[config.mk]
export PLATFORM = sky130hd
export DESIGN_NAME = cell_in_arbiter
export DESIGN_NICKNAME = d
export VERILOG_FILES = /design/src/rtl/cell_in_arbiter.sv
export SDC_FILE = /design/constraint.sdc
export NUM_CORES = 1
export LEC_CHECK = 0
export CAP_MARGIN = 20
export CORE_AREA = 2 2 199 201
export DETAILED_ROUTE_END_ITERATION = 12
export DIE_AREA = 0 0 201 203
export PLACE_DENSITY = 0.63
export SLEW_MARGIN = 5
export SYNTH_ARGS = -nofsm -noshare
export SYNTH_HDL_FRONTEND = slang
export SYNTH_SLANG_ARGS = --single-unit
export TNS_END_PERCENT = 100
[constraint.sdc]
create_clock -name clk -period 5.4 [get_ports clk]
set_input_delay 0.54 -clock clk [delete_from_list [all_inputs] [get_ports clk]]
set_output_delay 0.54 -clock clk [all_outputs]
set_load 0.01 [all_outputs]
[src/rtl/cell_in_arbiter.sv]
// Round-robin arbiter sharing the cell-buffer write port among ingress channels.
// A channel owns the port for a whole packet; backpressure is honoured only at cell boundaries.
module cell_in_arbiter #(
  parameter int unsigned DATA_WIDTH = 64,
  parameter int unsigned PORT_NUM   = 4,
  parameter int unsigned DESC_WIDTH = 23,
  parameter int unsigned CELL_WORDS = 8
) (
  input  logic                           clk,
  input  logic                           reset,
  input  logic [PORT_NUM-1:0]            i_ptr_empty,
  input  logic [PORT_NUM*DESC_WIDTH-1:0] i_ptr_dout,
  output logic [PORT_NUM-1:0]            o_ptr_rd,
  input  logic [PORT_NUM-1:0]            i_data_empty,
  input  logic [PORT_NUM*DATA_WIDTH-1:0] i_data_dout,
  output logic [PORT_NUM-1:0]            o_data_rd,
  input  logic                           i_buf_bp,
  output logic [DATA_WIDTH-1:0]          o_cell_data,
  output logic                           o_cell_wr,
  output logic                           o_cell_sop,
  output logic                           o_cell_eop,
  output logic [DESC_WIDTH-1:0]          o_desc,
  output logic                           o_desc_wr,
  output logic [PORT_NUM-1:0]            o_grant,
  output logic [31:0]                    o_pkt_cnt,
  output logic [15:0]                    o_drop_cnt
);

  localparam int unsigned IdxW       = $clog2(PORT_NUM);
  localparam int unsigned WcW        = $clog2(CELL_WORDS);
  localparam int unsigned CellNumLsb = 3;
  localparam int unsigned CellNumW   = 5;

  localparam logic [PORT_NUM-1:0] OneHot0  = {{(PORT_NUM-1){1'b0}}, 1'b1};
  localparam logic [WcW-1:0]      LastWord = WcW'(CELL_WORDS - 1);

  typedef enum logic [1:0] {StIdle, StCheck, StXfer, StDone} state_e;

  state_e                state_q;
  logic [IdxW-1:0]       rr_ptr_q;
  logic [IdxW-1:0]       gnt_q;
  logic [DESC_WIDTH-1:0] desc_q;
  logic [CellNumW-1:0]   cell_left_q;
  logic [WcW-1:0]        word_cnt_q;

  logic [DESC_WIDTH-1:0] ptr_word  [PORT_NUM];
  logic [DATA_WIDTH-1:0] data_word [PORT_NUM];

  always_comb begin
    for (int n = 0; n < PORT_NUM; n++) begin
      ptr_word[n]  = i_ptr_dout[n*DESC_WIDTH +: DESC_WIDTH];
      data_word[n] = i_data_dout[n*DATA_WIDTH +: DATA_WIDTH];
    end
  end

  logic [PORT_NUM-1:0] req;
  logic [IdxW-1:0]     grant_idx;
  logic                grant_vld;
  logic [IdxW:0]       cand_sum;

  assign req = ~i_ptr_empty;

  // First requester strictly after the last served channel, wrapping.
  always_comb begin
    grant_idx = '0;
    grant_vld = 1'b0;
    cand_sum  = '0;
    for (int i = 1; i <= PORT_NUM; i++) begin
      cand_sum = {1'b0, rr_ptr_q} + (IdxW+1)'(i);
      if (cand_sum >= (IdxW+1)'(PORT_NUM)) begin
        cand_sum = cand_sum - (IdxW+1)'(PORT_NUM);
      end
      if (!grant_vld && req[cand_sum[IdxW-1:0]]) begin
        grant_vld = 1'b1;
        grant_idx = cand_sum[IdxW-1:0];
      end
    end
  end

  logic [CellNumW-1:0] head_cells;
  logic [CellNumW-1:0] desc_cells;
  logic                ptr_pop;
  logic                data_pop;
  logic                first_word;
  logic                last_word;
  logic                last_cell;

  assign head_cells = ptr_word[grant_idx][CellNumLsb +: CellNumW];
  assign desc_cells = desc_q[CellNumLsb +: CellNumW];
  assign ptr_pop    = reset && (state_q == StIdle) && grant_vld;
  assign data_pop   = reset && (state_q == StXfer) && !i_data_empty[gnt_q];
  assign first_word = (cell_left_q == desc_cells) && (word_cnt_q == '0);
  assign last_word  = (word_cnt_q == LastWord);
  assign last_cell  = (cell_left_q == CellNumW'(1));

  assign o_ptr_rd  = ptr_pop  ? (OneHot0 << grant_idx) : '0;
  assign o_data_rd = data_pop ? (OneHot0 << gnt_q)     : '0;

  always_ff @(posedge clk or negedge reset) begin
    if (!reset) begin
      state_q     <= StIdle;
      rr_ptr_q    <= IdxW'(PORT_NUM - 1);
      gnt_q       <= '0;
      desc_q      <= '0;
      cell_left_q <= '0;
      word_cnt_q  <= '0;
      o_cell_data <= '0;
      o_cell_wr   <= 1'b0;
      o_cell_sop  <= 1'b0;
      o_cell_eop  <= 1'b0;
      o_desc      <= '0;
      o_desc_wr   <= 1'b0;
      o_grant     <= '0;
      o_pkt_cnt   <= '0;
      o_drop_cnt  <= '0;
    end else begin
      o_cell_wr  <= 1'b0;
      o_cell_sop <= 1'b0;
      o_cell_eop <= 1'b0;
      o_desc_wr  <= 1'b0;
      unique case (state_q)
        StIdle: begin
          if (grant_vld) begin
            desc_q      <= ptr_word[grant_idx];
            cell_left_q <= head_cells;
            gnt_q       <= grant_idx;
            if (head_cells == '0) begin
              // Zero-length descriptor: consume it and move the round-robin point on.
              if (o_drop_cnt != 16'hFFFF) begin
                o_drop_cnt <= o_drop_cnt + 16'd1;
              end
              rr_ptr_q <= grant_idx;
              o_grant  <= '0;
            end else begin
              o_grant <= OneHot0 << grant_idx;
              state_q <= StCheck;
            end
          end
        end
        StCheck: begin
          if (!i_buf_bp) begin
            word_cnt_q <= '0;
            state_q    <= StXfer;
          end
        end
        StXfer: begin
          if (data_pop) begin
            o_cell_data <= data_word[gnt_q];
            o_cell_wr   <= 1'b1;
            o_cell_sop  <= first_word;
            o_cell_eop  <= last_word && last_cell;
            word_cnt_q  <= word_cnt_q + 1'b1;
            if (last_word) begin
              cell_left_q <= cell_left_q - 1'b1;
              state_q     <= last_cell ? StDone : StCheck;
            end
          end
        end
        StDone: begin
          o_desc    <= desc_q;
          o_desc_wr <= 1'b1;
          o_pkt_cnt <= o_pkt_cnt + 32'd1;
          rr_ptr_q  <= gnt_q;
          o_grant   <= '0;
          state_q   <= StIdle;
        end
        default: state_q <= StIdle;
      endcase
    end
  end

endmodule
Word-level counts from Yosys, hierarchy flattened
Cells that the tools add are included.
{ "classes": {"addsub": 12, "magnitude_cmp": 11, "n_eq_ne": 13, "shifts": 2, "n_mux": 57, "n_bitwise": 3, "n_reduce_logical": 27} }
{ "op_table": {"columns": ["cell", "count"], "rows": [
  ["$bmux 64 s2", 1],
  ["$mux 64", 2],
  ["$bmux 23 s2", 1],
  ["$mux 23", 2],
  ["$add 32x1->32 const B", 1],
  ["$mux 2", 16],
  ["$ge 3x3->1 const B", 6],
  ["$add 16x1->16 const B", 1],
  ["$mux 1", 16],
  ["$mux 4", 4],
  ["$ne 16x16->1 const B", 1],
  ["$lt 2x3->1 const B", 5],
  ["$mux 5", 3],
  ["$bmux 1 s2", 5],
  ["$ne 2x2->1 const B", 5],
  ["$pmux 5 s2", 1],
  ["$logic_and 1x1->1", 9],
  ["$pmux 2 s4", 1],
  ["$pmux 4 s2", 1],
  ["$reduce_and 4->1", 2],
  ["$shl 1x2->4 const A", 2],
  ["$sub 2x1->2 const B", 4],
  ["$add 2x2->3 const B", 2],
  ["$mux 3", 2],
  ["other kinds (22)", 32]
]} }
{ "totals": {"ff_bits": 180, "in_bits": 359, "output_inout_bits": 151, "word_cells": 140} }

Logic depth before layout (Yosys ltp)
Gate-level depths: netlist of the first run.
{ "depth": {"ltp_word": 23, "ltp_mapped": 9, "mapped_depth_nobuf": 8} }

Least setup slack after synthesis of the first run
Ideal clock, no wire load.
{ "synth_timing": {"path_kind": "register to output", "startpoint": "register gnt_q[0]", "endpoint": "output o_data_rd[1]", "arrival_time_ns": 2.014, "required_ns": 4.860, "setup_slack_ns": 2.846, "path_stages_with_launch": 8, "n_path_buf": 3, "cell_sequence": "dfrtp_1 -> clkbuf_1 -> mux4_2 -> nor2_1 -> clkbuf_1 -> clkbuf_1 -> nand2_1 -> nor2_1"} }
{ "synth_between": {"elab_chain_len": 5, "elab_cells_between_ends": 6, "classes_between": "1 x shift; 3 x mux; 2 x reduce/logical"} }
{ "synth_lines": {"columns": ["item", "line", "rtl"], "rows": [
  ["start, declared", "41", "logic [IdxW-1:0] gnt_q;"],
  ["start signal, assigned", "126", "gnt_q <= grant_idx;"],
  ["$bmux 1 s2", "91", "assign data_pop = reset && (state_q == StXfer) && !i_data_empty[gnt_q];"],
  ["$mux 1 (implied by the code)", "91", null],
  ["$logic_not 1->1", "91", null],
  ["$logic_and 1x1->1", "91", null],
  ["$mux 4 *", "97", "assign o_data_rd = data_pop ? (OneHot0 << gnt_q) : '0;"],
  ["end, declared", "16", "output logic [PORT_NUM-1:0] o_data_rd,"]
]} }
Every way passes the cells marked *; elsewhere a longest branch is shown, timed or not. The select of a mux whose other input is x is not followed.

Worst setup path in the final report of the first run
{ "layout_timing": {"startpoint": "input i_ptr_empty[1]", "endpoint": "output o_ptr_rd[0]"} }
{ "layout_between": {"elab_chain_len": 15, "elab_cells_between_ends": 26, "classes_between": "1 x shift; 17 x mux; 1 x bitwise; 7 x reduce/logical"} }
{ "layout_lines": {"columns": ["item", "line", "rtl"], "rows": [
  ["start, declared", "11", "input logic [PORT_NUM-1:0] i_ptr_empty,"],
  ["$not 4->4 *", "61", "assign req = ~i_ptr_empty;"],
  ["$bmux 1 s2", "73", "if (!grant_vld && req[cand_sum[IdxW-1:0]]) begin"],
  ["$mux 1 (implied by the code)", "73", null],
  ["$mux 1", "73", null],
  ["$logic_not 1->1", "73", null],
  ["$logic_and 1x1->1", "73", null],
  ["$mux 1", "73", null],
  ["$logic_not 1->1", "73", null],
  ["$logic_and 1x1->1", "73", null],
  ["$mux 1", "73", null],
  ["$logic_not 1->1", "73", null],
  ["$logic_and 1x1->1", "73", null],
  ["$mux 2 or $mux 1 (tied branches)", "73", null],
  ["$shl 1x2->4 or $logic_and 1x1->1 (tied branches)", "96, 90", null],
  ["$mux 4 *", "96", "assign o_ptr_rd = ptr_pop ? (OneHot0 << grant_idx) : '0;"],
  ["end, declared", "13", "output logic [PORT_NUM-1:0] o_ptr_rd,"]
]} }
Marked as above.

==> results.tsv, run 1 <==
stage	metric	value	unit
setup_path	end_kind	output port	
clock_network	cts_tree	done	
global_route	overflow	0	
synthesis	async_flop_share	1.00	
clock_network	cts_setup_buffers	0	
setup_path	r2r_cells	9	
setup_path	worstReg2RegEnd	o_pkt_cnt[31]	
clock_network	cts_max_path_buffers	2	
run_status	status	finished, final reports clean	
timing	hold_viol_final	0	
clock_network	clock-sinks	180	
timing	rsz0062_at_grt	false	
power_and_ir_drop	ir_drop	0.220	mV
clock_network	cts_buffers	17	
timing	max_freq	281	MHz
die	dieHeight	203	um
synthesis	syn_area	9920	um2
setup_path	path_class	input pin to output port	
timing	fin_crit_sh	0.659	
synthesis	synth_area_leader_cell	dfrtp_1	
synthesis	synth_warnings	0	
global_route	antenna_found_initial	2	
route	via_per_inst	4.71	
cells_and_area	fillers	3719	
die	core	38500	um2
placement	placed_cell_area	15500	um2
clock_network	htreeDepth	4	
global_route	grt_pass1_vias	9403	
die	die_w	201	um
cells_and_area	fin_util	0.419	
placement	gp_congestion	0.899	
setup_path	arrival	3.02	ns
setup_path	reg2reg_slack	2.25	ns
die	design.die.area	40800	um2
timing	setup_violations	0	
placement	post-place-cells	1878	
flow_run	maxCapViolations	0	
timing	worstMarginPinSlew	0.993	ns
timing	fin_crit	3.56	ns
die	boundaryPins	510	
synthesis	yosys_most_used_dff	dfrtp_1	
synthesis	synth-seq-cells	180	
route	dr.pass1.iters	5	
hold_path	worstHoldPathType	input pin to async pin	
route	final_antenna_net_count	0	
synthesis	synth_top_area_frac	0.449	
clock_network	insertion_delay	0.44	ns
cells_and_area	multi_input_area	5130	um2
cells_and_area	nets	1745	
timing	finalMaxSlewViolations	0	
die	std_cell_rows	72	
route	via_count	9007	
timing	tns	0	ns
synthesis	syn-num-nets	1262	
timing	clock_skew	0.0120	ns
power_and_ir_drop	leakage	6.49	nW
die	start_util	0.258	
synthesis	ys_seq_area_frac	0.455	
cells_and_area	regArea	4510	um2
timing	slew_headroom	0.338	
clock_network	root_buffer	clkbuf_16	
setup_path	startpoint_type	input pin	
placement	dp_hpwl	29200	um
route	dr.first_iter.drc_count	513	
route	drcViolationCount	0	
placement	port-buffer-count	509	
cells_and_area	design_area	16100	um2
global_route	grt_use_total	0.182	
synthesis	synthDistinctLibCells	66	
setup_path	timing.rr.start	state_q[1]	
global_route	grt_start_max_net_pins	128	
route	wl_per_cell	19.7	um
cells_and_area	area_growth	62.5	%
clock_network	hold_buffers	0	
synthesis	synth_edf_count	0	
clock_network	cts_resized	0	
cells_and_area	layout-drive-gt1-share	0.144	
synthesis	ys_top_cells_by_area	dfrtp_1 (45%), mux4_2 (15%), nand2_1 (8.1%)	
route	routed_wl	37700	um
clock_network	path_clk_slew	0.08	ns
synthesis	syn_inst	896	
setup_path	cp_max_fo	15	
synthesis	syn_area_per_cell	11.1	um2
global_route	grt_pass1_wl	56900	um
cells_and_area	fin_cells	1912	
power_and_ir_drop	powerDensity	438	nW/um2
setup_path	worstPathRequired	4.86	ns
-- logic make-up (layout without fill, tap and decap cells) --
kind of cell | after synthesis | after routing | share of synthesized area
simple gates | 372 | 372 | 0.173
xor+xnor | 51 | 51 | 0.0450
flops | 180 | 180 | 0.455
mux | 132 | 132 | 0.224
other cells | 0 | 2 | 0
compound gates | 84 | 84 | 0.0657
fa+ha+maj | 7 | 7 | 0.00883
buf+inv | 70 | 566 | 0.0297
-- worst max-delay path, cell delays in order --
cell	delay, ns
clkdlybuf4s50_1	0.50
nor2b_1	0.20
a2111oi_4	0.51
nor2_2	0.22
buf_4	0.26
nor3_1	0.20
clkdlybuf4s50_1	0.58
-- power breakdown --
part / internal [mW] / switching [mW]
sequential: 1.85 / 0.399
combinational: 1.88 / 1.70
clock: 0.625 / 0.606
total: 4.36 / 2.71
-- cells in the mapped netlist (6+ instances only) --
cell type  count
mux4_2        65
nor3_1         9
clkbuf_1      40
buf_2          6
nand2_1      215
nor2_1        22
nand3_1       61
and3_1        20
inv_1         14
ha_1           7
a21boi_0       9
mux2_2        65
o21ai_0       37
dfrtp_1      178
xor2_1        11
xnor2_1       40
nand4_1       15
-- layout by cell type, fill, tap and decap left out, types with 3 or more instances in the layout --
master / Yosys / final
o21ai_0: 37 / 37
xnor2_1: 40 / 40
nor2b_1: 4 / 4
nor4_1: 3 / 3
nand4_1: 15 / 15
clkdlybuf4s50_1: 0 / 508
nor3_1: 9 / 9
buf_4: 2 / 9
a22o_1: 3 / 3
nand3_1: 61 / 61
clkbuf_16: 0 / 17
inv_8: 0 / 5
nand3b_1: 3 / 3
o32ai_1: 5 / 5
mux4_2: 65 / 65
nor2_1: 22 / 19
xor2_1: 11 / 11
clkinv_4: 0 / 3
and3_1: 20 / 20
a21oi_1: 4 / 4
o41ai_1: 4 / 4
inv_1: 14 / 14
a21boi_0: 9 / 9
nand2_1: 215 / 215
clkinvlp_4: 0 / 4
nor2_2: 1 / 3
ha_1: 7 / 7
mux2_2: 65 / 65
dfrtp_1: 178 / 176
-- worst max path at each step --
stage               slack (ns)  depth (start not counted)            from        endpoint
finish                    1.84                          7  i_ptr_empty[1]     o_ptr_rd[0]
global route              1.70                          7  i_ptr_empty[1]     o_ptr_rd[0]
global placement          1.87                          8  i_ptr_empty[0]  o_drop_cnt[15]
CTS                       1.83                          7  i_ptr_empty[1]     o_ptr_rd[0]
detailed placement        1.76                          8  i_ptr_empty[1]      o_grant[1]
floorplan                 2.85                          7        gnt_q[0]    o_data_rd[1]
-- final cells by class --
class	instances	area share
antenna	2	0.000311
clock inverter	14	0.00854
timing repair buffer	519	0.322
tap	518	0.0402
clock buffer	18	0.0273
sequential	180	0.280
multi-input combinational	646	0.318
inverter	15	0.00357
-- state kept, by name (all words and copies together) (netlist names) --
register	flops
o_cell_data	64
o_pkt_cnt	32
desc_q	23
o_desc	23
o_drop_cnt	16
cell_left_q	5
o_grant	4
word_cnt_q	3
gnt_q	2
rr_ptr_q	2
state_q	2
o_cell_eop	1
o_cell_sop	1
o_cell_wr	1
o_desc_wr	1
-- layer usage --
layer	part of all wire	up-vias	track usage	wire length (um)
met5	0	-	0	0
met4	0.030	0	0.0757	1130
met3	0.064	47	0.0425	2410
met2	0.51	372	0.319	19200
met1	0.40	4409	0.214	15000
li1	-	4179	-	-
-- per-stage QoR --
stage,hold WS [ns],total power [mW],setup WS [ns]
after global routing,0.0843,7.53,1.70
final,0.0626,7.06,1.84
after detailed placement,0.450,5.91,1.76
after global placement,0.454,5.85,1.87
after floorplan,0.244,4.22,2.85
after CTS,0.0596,7.19,1.83
Note: power is estimated with default switching activity, not from simulation.
==> run 2: changes to the inputs <==
- CORE_AREA: 2 2 199 201 -> 2 2 201 203
- DIE_AREA: 0 0 201 203 -> 0 0 203 205
- PLACE_DENSITY: 0.63 -> 0.62
- clock period: 5.4 -> 3.6 ns (I/O delays scaled with it)
==> results.tsv, run 2 (synthesized netlist as in run 1, its figures left out) <==
stage	metric	value	unit
global_route	antenna_found_initial	1	
cells_and_area	area_growth	63.3	%
setup_path	cp-startpoint	rr_ptr_q[1]	
cells_and_area	layout-drive-gt1-share	0.146	
cells_and_area	nets	1752	
placement	port-buffer-count	509	
global_route	grt_pass1_wl	56000	um
power_and_ir_drop	power_switching	3.96	mW
timing	worstMarginPinSlew	1.03	ns
timing	clock_skew	0.0109	ns
clock_network	cts_setup_buffers	0	
timing	finalMaxSlewViolations	0	
power_and_ir_drop	powerDensity	659	nW/um2
power_and_ir_drop	leakage	6.53	nW
die	boundaryPins	510	
placement	placed_cell_area	15600	um2
placement	post-place-cells	1891	
run_status	status	finished, final reports clean	
global_route	overflow	0	
setup_path	timing.rr.start	rr_ptr_q[1]	
flow_run	maxCapViolations	0	
global_route	grt_start_max_net_pins	69	
setup_path	crit_chain	nor3b_2 > a2111oi_4 > nor2_2 > nor3_1 > clkdlybuf4s50_1	
clock_network	htreeDepth	4	
route	dr.first_iter.drc_count	434	
route	wl_per_cell	19.4	um
route	via_count	8909	
setup_path	cp_max_fo	23	
power_and_ir_drop	p_clk_frac	0.180	
power_and_ir_drop	pwr-share-seq	0.313	
die	core	39400	um2
setup_path	startpoint_type	register	
cells_and_area	design_area	16200	um2
timing	slew_headroom	0.313	
route	via_per_inst	4.63	
setup_path	crit_path_max_incr_delay	0.80	ns
die	std_cell_rows	73	
cells_and_area	top_register	o_cell_data	
timing	rsz0062_at_grt	false	
route	final_antenna_net_count	0	
power_and_ir_drop	combPwrFrac	0.506	
placement	place_ws	0.139	ns
placement	gp_congestion	0.849	
die	design.die.area	41600	um2
clock_network	clock-sinks	180	
timing	fin_crit_sh	0.888	
die	start_util	0.252	
setup_path	worstPathRequired	3.24	ns
hold_path	worstHoldPathType	input pin to async pin	
timing	tns	0	ns
placement	dp_hpwl	29200	um
clock_network	root_buffer	clkbuf_16	
route	routed_wl	37300	um
clock_network	insertion_delay	0.45	ns
timing	max_freq	313	MHz
cells_and_area	antennaDiodeCount	0	
timing	hold_ws	0.417	ns
cells_and_area	final_cell_mix	clkdlybuf4s50_1 (508), nand2_1 (215), dfrtp_1 (176)	
cells_and_area	fin_cells	1923	
timing	fin_crit	3.20	ns
clock_network	cts_max_path_buffers	2	
power_and_ir_drop	ir_drop	0.501	mV
timing	final.setup.worst_slack	0.405	ns
timing	hold_viol_final	0	
setup_path	cpMaxStageDelayCell	nor2_2	
global_route	grt_use_total	0.178	
cells_and_area	fillers	3779	
power_and_ir_drop	intPower	6.71	mW
timing	setup_violations	0	
cells_and_area	largest_reg_flops	64	
cells_and_area	top_regs	o_cell_data x64, o_pkt_cnt x32	
setup_path	arrival	2.84	ns
clock_network	cts_buffers	17	
cells_and_area	final_common_cell	clkdlybuf4s50_1	
setup_path	path_class	register to output port	
clock_network	path_clk_slew	0.07	ns
power_and_ir_drop	p_sw_frac	0.371	
route	drcViolationCount	0	
route	dr.pass1.iters	4	
setup_path	end_kind	output port	
clock_network	cts_tree	done	
global_route	grt_pass1_vias	9290	
die	die_w	203	um
die	dieHeight	205	um
## run 2: cell types whose count changed in the layout (fill, tap and decap cells not counted), moves of 2 or more
cell / previous run / this run
buf_4: 9 / 15
clkinv_2: 1 / 6
inv_8: 5 / 0
clkinv_4: 3 / 1
clkinvlp_4: 4 / 2
bufinv_16: 0 / 3
diode_2: 2 / 0
## run 2: per-stage QoR
step           utilization  power, mW
2_1_floorplan            -       6.33
3_3_place_gp         0.396       8.82
3_5_place_dp         0.396       8.87
4_1_cts              0.411       10.9
5_1_grt              0.411       11.4
6_report             0.411       10.7
## run 2: worst paths after layout
kind | end | slack (ns) | cells past startpoint
max | o_ptr_rd[0] | 0.40 | 5
min | o_drop_cnt[9] | 0.42 | 2
max reg2reg | o_drop_cnt[1] | 0.55 | 7
min reg2reg | o_desc[2] | 0.47 | 2
max in group asynchronous | o_pkt_cnt[20] | 1.93 | 3
min in group clk | o_desc[2] | 0.47 | 2
## run 2: layer usage
layer | vias up | wire length, um | track usage
met3 | 48 | 2560 | 0.0482
met4 | 2 | 1090 | 0.0633
li1 | 4183 | - | -
met1 | 4328 | 14900 | 0.208
met5 | - | 13 | 0
met2 | 348 | 18700 | 0.314
## run 2: timing repair
action | in CTS | in global routing
hold buffers | 1 | 0
endpoints found under the hold margin | 44 | 0
setup endpoints to repair | 0 | 0
gates resized for setup | 0 | 0
## run 2: cell type report
class | count | area, um2 | area share
repair buffers | 526 | 5240 | 0.324
multi-input cells | 646 | 5130 | 0.317
flip-flops and latches | 180 | 4510 | 0.279
well taps | 525 | 657 | 0.0406
clock buffers | 18 | 429 | 0.0265
clock inverters | 13 | 156 | 0.00966
inverters | 15 | 57.6 | 0.00356
## run 2: worst max-delay path: cells and delay by family (launching register included)
family                 cells  cell delay (ns)
DFF                        1             0.59
buffers and inverters      1             0.52
and+or+nand+nor            3             1.15
AOI/OAI and AO/OA          1             0.10
## run 2: power groups by stage
| stage | logic (mW) | registers (mW) | clock network, mW |
|---|---|---|---|
| after CTS | 5.52 | 3.35 | 1.99 |
| after global placement | 5.46 | 3.36 | 0 |
| after floorplan | 2.88 | 3.45 | 0 |
| final | 5.40 | 3.34 | 1.92 |
| after global routing | 5.90 | 3.46 | 2.07 |
| after detailed placement | 5.48 | 3.38 | 0 |
